## src/rtl/verdict_pkg.sv

```systemverilog
// verdict_collector shared types and constants.
// Record layout and default sizes for the verdict capture path.
package verdict_pkg;

  localparam int DEF_DATA_W = 64;
  localparam int DEF_TS_W   = 32;
  localparam int DEF_DEPTH  = 16;
  localparam int DEF_DROP_W = 16;

  localparam int REC_W    = DEF_TS_W + 2 + 2 * DEF_DATA_W;
  localparam int V0_LSB   = 0;
  localparam int V1_LSB   = DEF_DATA_W;
  localparam int AKTV_LSB = 2 * DEF_DATA_W;
  localparam int TS_LSB   = 2 * DEF_DATA_W + 2;

  typedef struct packed {
    logic [DEF_TS_W-1:0]          ts;
    logic [1:0]                   aktv;
    logic signed [DEF_DATA_W-1:0] value1;
    logic signed [DEF_DATA_W-1:0] value0;
  } record_t;

  function automatic int rec_w(input int dw, input int tw);
    return tw + 2 + 2 * dw;
  endfunction

endpackage

```

## src/rtl/verdict_collector_sync_fifo.sv

```systemverilog
// sync_fifo: first-word-fall-through FIFO, one clock.
// Accepts a write when full if a read happens in the same cycle.
module sync_fifo #(
  parameter int WIDTH = 8,
  parameter int DEPTH = 16
) (
  input  logic                     clk,
  input  logic                     rst,
  input  logic                     wr_en,
  input  logic [WIDTH-1:0]         wr_data,
  input  logic                     rd_en,
  output logic [WIDTH-1:0]         rd_data,
  output logic                     full,
  output logic                     empty,
  output logic [$clog2(DEPTH):0]   level
);

  localparam int AW = $clog2(DEPTH);

  logic [WIDTH-1:0] mem [DEPTH];
  logic [AW-1:0]    wr_ptr;
  logic [AW-1:0]    rd_ptr;
  logic [AW:0]      count;
  logic             do_rd;
  logic             do_wr;

  assign empty   = (count == '0);
  assign full    = (count == (AW+1)'(DEPTH));
  assign do_rd   = rd_en & ~empty;
  assign do_wr   = wr_en & (~full | do_rd);
  assign rd_data = empty ? '0 : mem[rd_ptr];
  assign level   = count;

  // storage write; contents need no reset since empty masks rd_data
  always_ff @(posedge clk) begin
    if (do_wr && !rst) begin
      mem[wr_ptr] <= wr_data;
    end
  end

  // pointers and occupancy
  always_ff @(posedge clk) begin
    if (rst) begin
      wr_ptr <= '0;
      rd_ptr <= '0;
      count  <= '0;
    end else begin
      if (do_wr) wr_ptr <= wr_ptr + 1'b1;
      if (do_rd) rd_ptr <= rd_ptr + 1'b1;
      unique case ({do_wr, do_rd})
        2'b10:   count <= count + 1'b1;
        2'b01:   count <= count - 1'b1;
        default: count <= count;
      endcase
    end
  end

endmodule

```

## src/rtl/verdict_collector.sv

```systemverilog
// verdict_collector: timestamps active monitor verdicts
// and queues them for a valid/ready consumer.
module verdict_collector
  import verdict_pkg::*;
#(
  parameter int DATA_W = DEF_DATA_W,
  parameter int TS_W   = DEF_TS_W,
  parameter int DEPTH  = DEF_DEPTH,
  parameter int DROP_W = DEF_DROP_W
) (
  input  logic                          clk,
  input  logic                          rst,
  input  logic                          en,
  input  logic [DATA_W-1:0]             output_0,
  input  logic                          output_0_aktv,
  input  logic [DATA_W-1:0]             output_1,
  input  logic                          output_1_aktv,
  output logic                          m_valid,
  input  logic                          m_ready,
  output logic [rec_w(DATA_W,TS_W)-1:0] m_data,
  output logic [$clog2(DEPTH):0]        level,
  output logic                          overflow,
  output logic [DROP_W-1:0]             drop_count
);

  localparam int RW = rec_w(DATA_W, TS_W);

  logic [TS_W-1:0] ts;
  logic [RW-1:0]   rec;
  logic            capture;
  logic            pop;
  logic            full;
  logic            empty;
  logic            drop;

  assign capture = en & (output_0_aktv | output_1_aktv);
  assign pop     = m_valid & m_ready;
  assign drop    = capture & full & ~pop;
  assign m_valid = ~empty;

  // inactive outputs are zeroed so stale bus values never leak
  assign rec = {ts,
                output_1_aktv, output_0_aktv,
                output_1 & {DATA_W{output_1_aktv}},
                output_0 & {DATA_W{output_0_aktv}}};

  // free-running cycle stamp, frozen while disabled
  always_ff @(posedge clk) begin
    if (rst) begin
      ts <= '0;
    end else if (en) begin
      ts <= ts + 1'b1;
    end
  end

  // sticky overflow and saturating drop counter
  always_ff @(posedge clk) begin
    if (rst) begin
      overflow   <= 1'b0;
      drop_count <= '0;
    end else if (drop) begin
      overflow <= 1'b1;
      if (drop_count != '1) begin
        drop_count <= drop_count + 1'b1;
      end
    end
  end

  sync_fifo #(
    .WIDTH (RW),
    .DEPTH (DEPTH)
  ) u_fifo (
    .clk     (clk),
    .rst     (rst),
    .wr_en   (capture),
    .wr_data (rec),
    .rd_en   (m_ready),
    .rd_data (m_data),
    .full    (full),
    .empty   (empty),
    .level   (level)
  );

endmodule

```

## config.mk

```make
export PLATFORM = sky130hd
export DESIGN_NAME = verdict_collector
export DESIGN_NICKNAME = d
export VERILOG_FILES = /design/src/rtl/verdict_pkg.sv /design/src/rtl/verdict_collector_sync_fifo.sv /design/src/rtl/verdict_collector.sv
export SDC_FILE = /design/constraint.sdc
export NUM_CORES = 2
export LEC_CHECK = 0
export ABC_AREA = 1
export BUFFER_PORTS_ARGS = -buffer_cell sky130_fd_sc_hd__buf_2
export CAP_MARGIN = 20
export CORE_ASPECT_RATIO = 0.6
export CORE_MARGIN = 2
export CORE_UTILIZATION = 61
export CTS_CLUSTER_SIZE = 20
export DETAILED_ROUTE_END_ITERATION = 6
export PLACE_DENSITY_LB_ADDON = 0.15
export SLEW_MARGIN = 20
export SYNTH_ARGS = -nofsm -noshare
export SYNTH_HDL_FRONTEND = slang
export SYNTH_SLANG_ARGS = --single-unit
```

## constraint.sdc

```tcl
create_clock -name clk -period 40.9 [get_ports clk]
set_input_delay 4.09 -clock clk [delete_from_list [all_inputs] [get_ports clk]]
set_output_delay 4.09 -clock clk [all_outputs]
set_load 0.005 [all_outputs]
```

==> results.sh <==
export IMPL_synth_cell_types=44
export IMPL_yosysMostFrequentCell="edfxtp_1"
export IMPL_max_cap_violations=0
export IMPL_grt_use_met3_pct=4.78
export IMPL_skew_ns=0.0474
export IMPL_fillers=11679
export IMPL_grt_first_pass_wirelength_mm=402
export IMPL_synth_area_leader_cell="edfxtp_1"
export IMPL_synth_simple_gate_area_share_pct=6.99
export IMPL_synthFlopType="edfxtp_1"
export IMPL_vias=66721
export IMPL_violations="design-rule violations"
export IMPL_syn_num_nets=7792
export IMPL_postPlaceCellArea_um2=107000
export IMPL_nNetsFinal=7867
export IMPL_grt_pass1_vias=63547
export IMPL_p_comb_share_pct=17.6
export IMPL_drive_gt1_share_pct=9.89
export IMPL_yosysWarnings=0
export IMPL_cts_hold_buf=0
export IMPL_finalInstanceArea_um2=114000
export IMPL_fmax_ghz=0.0956
export IMPL_dieHeight_um=324
export IMPL_p_int_w=0.00448
export IMPL_pin_count=319
export IMPL_clock_latency_ns=0.86
export IMPL_hp_class="flip-flop to flip-flop"
export IMPL_port_buffers=318
export IMPL_seq_area_frac_synth_pct=75.9
export IMPL_worst_ep_required_time_ns=36.81
export IMPL_rows=117
export IMPL_worstPathArrival_ns=6.37
export IMPL_netSwitchingPower_w=0.00176
export IMPL_cts_tree="built"
export IMPL_avgRoutedWirePerCell_um=26.7
export IMPL_synth_edff_count=2592
export IMPL_whs_ns=0.477
export IMPL_syn_area_um2=104000
export IMPL_cp_end_kind="output pin"
export IMPL_busiest_layer="met2"
export IMPL_die_w_um=538
export IMPL_setup_viol=0
export IMPL_path_clk_slew_ns=0.06
export IMPL_p_seq_share_pct=48.4
export IMPL_area_growth_synth_to_final_pct=9.76
export IMPL_synth_top_family_by_area="compound AO/OA/AOI/OAI gates"
export IMPL_switching_share_pct=28.2
export IMPL_power_density_nw_per_um2=54.5
export IMPL_gp_congestion=0.790
export IMPL_dr_pass1_iters=7
export IMPL_synthMuxAreaShare_pct=0
export IMPL_grt_overflow_total=0
export IMPL_vias_per_cell=6.56
export IMPL_antenna_found_initial=9
export IMPL_grtUsageMet2_pct=47.8
export IMPL_cts_buffers=231
export IMPL_core_area_um2=170000
export IMPL_cts_setup_buffers=0
export IMPL_synth_xor_area_share_pct=0.151
export IMPL_grt_setup_unrepaired="no"
export IMPL_dieArea_um2=174000
export IMPL_period_share_pct=25.6
export IMPL_outcome="finished with violations"
export IMPL_dp_final_hpwl_mm=129
export IMPL_root_buffer="clkbuf_16"
export IMPL_synth_top_area_share_pct=74.6
export IMPL_leakage_nw=37.3
export IMPL_crit_type="flip-flop to output pin"
export IMPL_slew_headroom_pct=23.1
export IMPL_startpoint_type="flip-flop"
export IMPL_cts_resized=0
export IMPL_synth_compound_area_share_pct=13.7
export IMPL_htreeDepth=4
export IMPL_ys_ff_latch=2658
export IMPL_initial_core_util_pct=61.5
export IMPL_drt_initial_drc_count=9891
export IMPL_drt_drc_violations_left=1
export IMPL_pre_cts_slack_ns=31.49
export IMPL_numClockSinks=2658
export IMPL_wl_mm=272
export IMPL_ant_nets=0
export IMPL_setup_tns_ns=0
export IMPL_grt_max_degree=297
export IMPL_crit_fanout=108
export IMPL_ys_async_sr_fraction_pct=0
export IMPL_worst_pin_slew_ns=1.15
export IMPL_synth_area_leaders="edfxtp_1 75%, o21ai_0 6.3%, nor2_1 4.9%"
export IMPL_synthCells=7649
export IMPL_finalHoldViolCount=0
export IMPL_setup_ws_ns=30.44
export IMPL_yosys_top_cells_count="2592 x edfxtp_1, 1372 x nor2_1, 1317 x o21ai_0"
export IMPL_drv_slew=0
export IMPL_clockBufferDepth=4
export IMPL_fin_crit_ns=10.46
export IMPL_synth_fa_ha_area_share_pct=0.108
export IMPL_pwr_share_clk_pct=34.1
export IMPL_synth_area_per_cell_um2=13.6
export IMPL_track_usage_pct=30.7
export IMPL_vdd_drop_max_uv=44.9
export IMPL_gr_usage_met1_pct=45.8
-- cell type report --
| type | instances | area, µm² | share of cell area (%) |
|---|---|---|---|
| inverter | 193 | 771 | 0.673 |
| clock buffer | 306 | 6210 | 5.42 |
| antenna | 3 | 7.51 | 0.00656 |
| clock inverter | 109 | 971 | 0.848 |
| multi-input combinational | 4221 | 22000 | 19.2 |
| timing repair buffer | 419 | 2560 | 2.23 |
| sequential | 2658 | 79200 | 69.2 |
| tap | 2261 | 2830 | 2.47 |
-- flip-flops by register name, summed over array words and instances (netlist names), named ones only --
register and count:
u_fifo.mem 2592, ts 32, drop_count 16, u_fifo.level 5
u_fifo.rd_ptr 4, u_fifo.wr_ptr 4, overflow 1
-- worst max-delay path, stage by stage, from the launching register on --
cell and delay (ns):
dfxtp_4 0.81, buf_4 0.81, buf_4 0.84, buf_4 0.90, buf_4 0.78, o21ai_0 0.22, o221ai_1 0.24, o211ai_1 0.12
a21oi_1 0.35, buf_2 0.19
-- routing by layer --
layer  part of all wire (%)  up-vias  wire [µm]
li1                       -    29150          -
met1                     41    33160     111000
met2                     46     3971     126000
met3                     11      436      28600
met4                    2.4        4       6580
met5                 0.0096        -         26
-- metrics by stage --
step / instances / power, W / util, %
2_1_floorplan: 7649 / 0.00376 / -
3_3_place_gp: 9750 / 0.00413 / 63.2
3_5_place_dp: 9750 / 0.00416 / 63.2
4_1_cts: 10165 / 0.00624 / 67.4
5_1_grt: 10168 / 0.00646 / 67.5
6_report: 10170 / 0.00624 / 67.5
-- cells by family (layout without fill, tap and decap cells) --
kind of cell,Yosys count,in the layout
flops,2658,2658
compound gates,2356,2356
other cells,0,3
xor+xnor,18,18
fa+ha+maj,9,9
buf+inv,770,1027
simple gates,1838,1838
-- power by group through the flow --
| stage | Clock, W | Sequential (W) | Combinational, W |
|---|---|---|---|
| floorplan | 0 | 0.00307 | 0.000688 |
| global placement | 0 | 0.00308 | 0.00105 |
| detailed placement | 0 | 0.00308 | 0.00108 |
| CTS | 0.00214 | 0.00302 | 0.00108 |
| global route | 0.00225 | 0.00302 | 0.00119 |
| finish | 0.00212 | 0.00302 | 0.00110 |
-- worst paths after layout --
| path | startpoint | end | slack [ns] | cells after the start |
|---|---|---|---|---|
| worst max register to register | u_fifo.level[0]$_SDFFE_PP0P_ | u_fifo.mem[8][158]$_DFFE_PP_ | 36.27 | 10 |
| worst max-delay path | flip-flop | m_data[65] | 30.44 | 9 |
| worst min register to register | u_fifo.rd_ptr[2]$_SDFFE_PP0N_ | flip-flop | 0.48 | 2 |
| worst min-delay path | u_fifo.rd_ptr[2]$_SDFFE_PP0N_ | flip-flop | 0.48 | 2 |
-- cells in the final DEF (no fill, tap or decap), drive strengths merged, types with 3 or more instances in the layout --
cell / count
a21oi: 201
buf: 419
bufinv: 18
clkbuf: 306
clkinv: 84
clkinvlp: 5
dfxtp: 66
diode: 3
edfxtp: 2592
ha: 9
inv: 195
nand2: 238
nand3: 177
nand4: 12
nor2: 1378
nor3: 26
nor3b: 3
nor4: 3
o211ai: 178
o21ai: 1320
o221ai: 471
o22ai: 177
xnor2: 9
xor2: 9
Note: power is estimated with default switching activity, not from simulation.
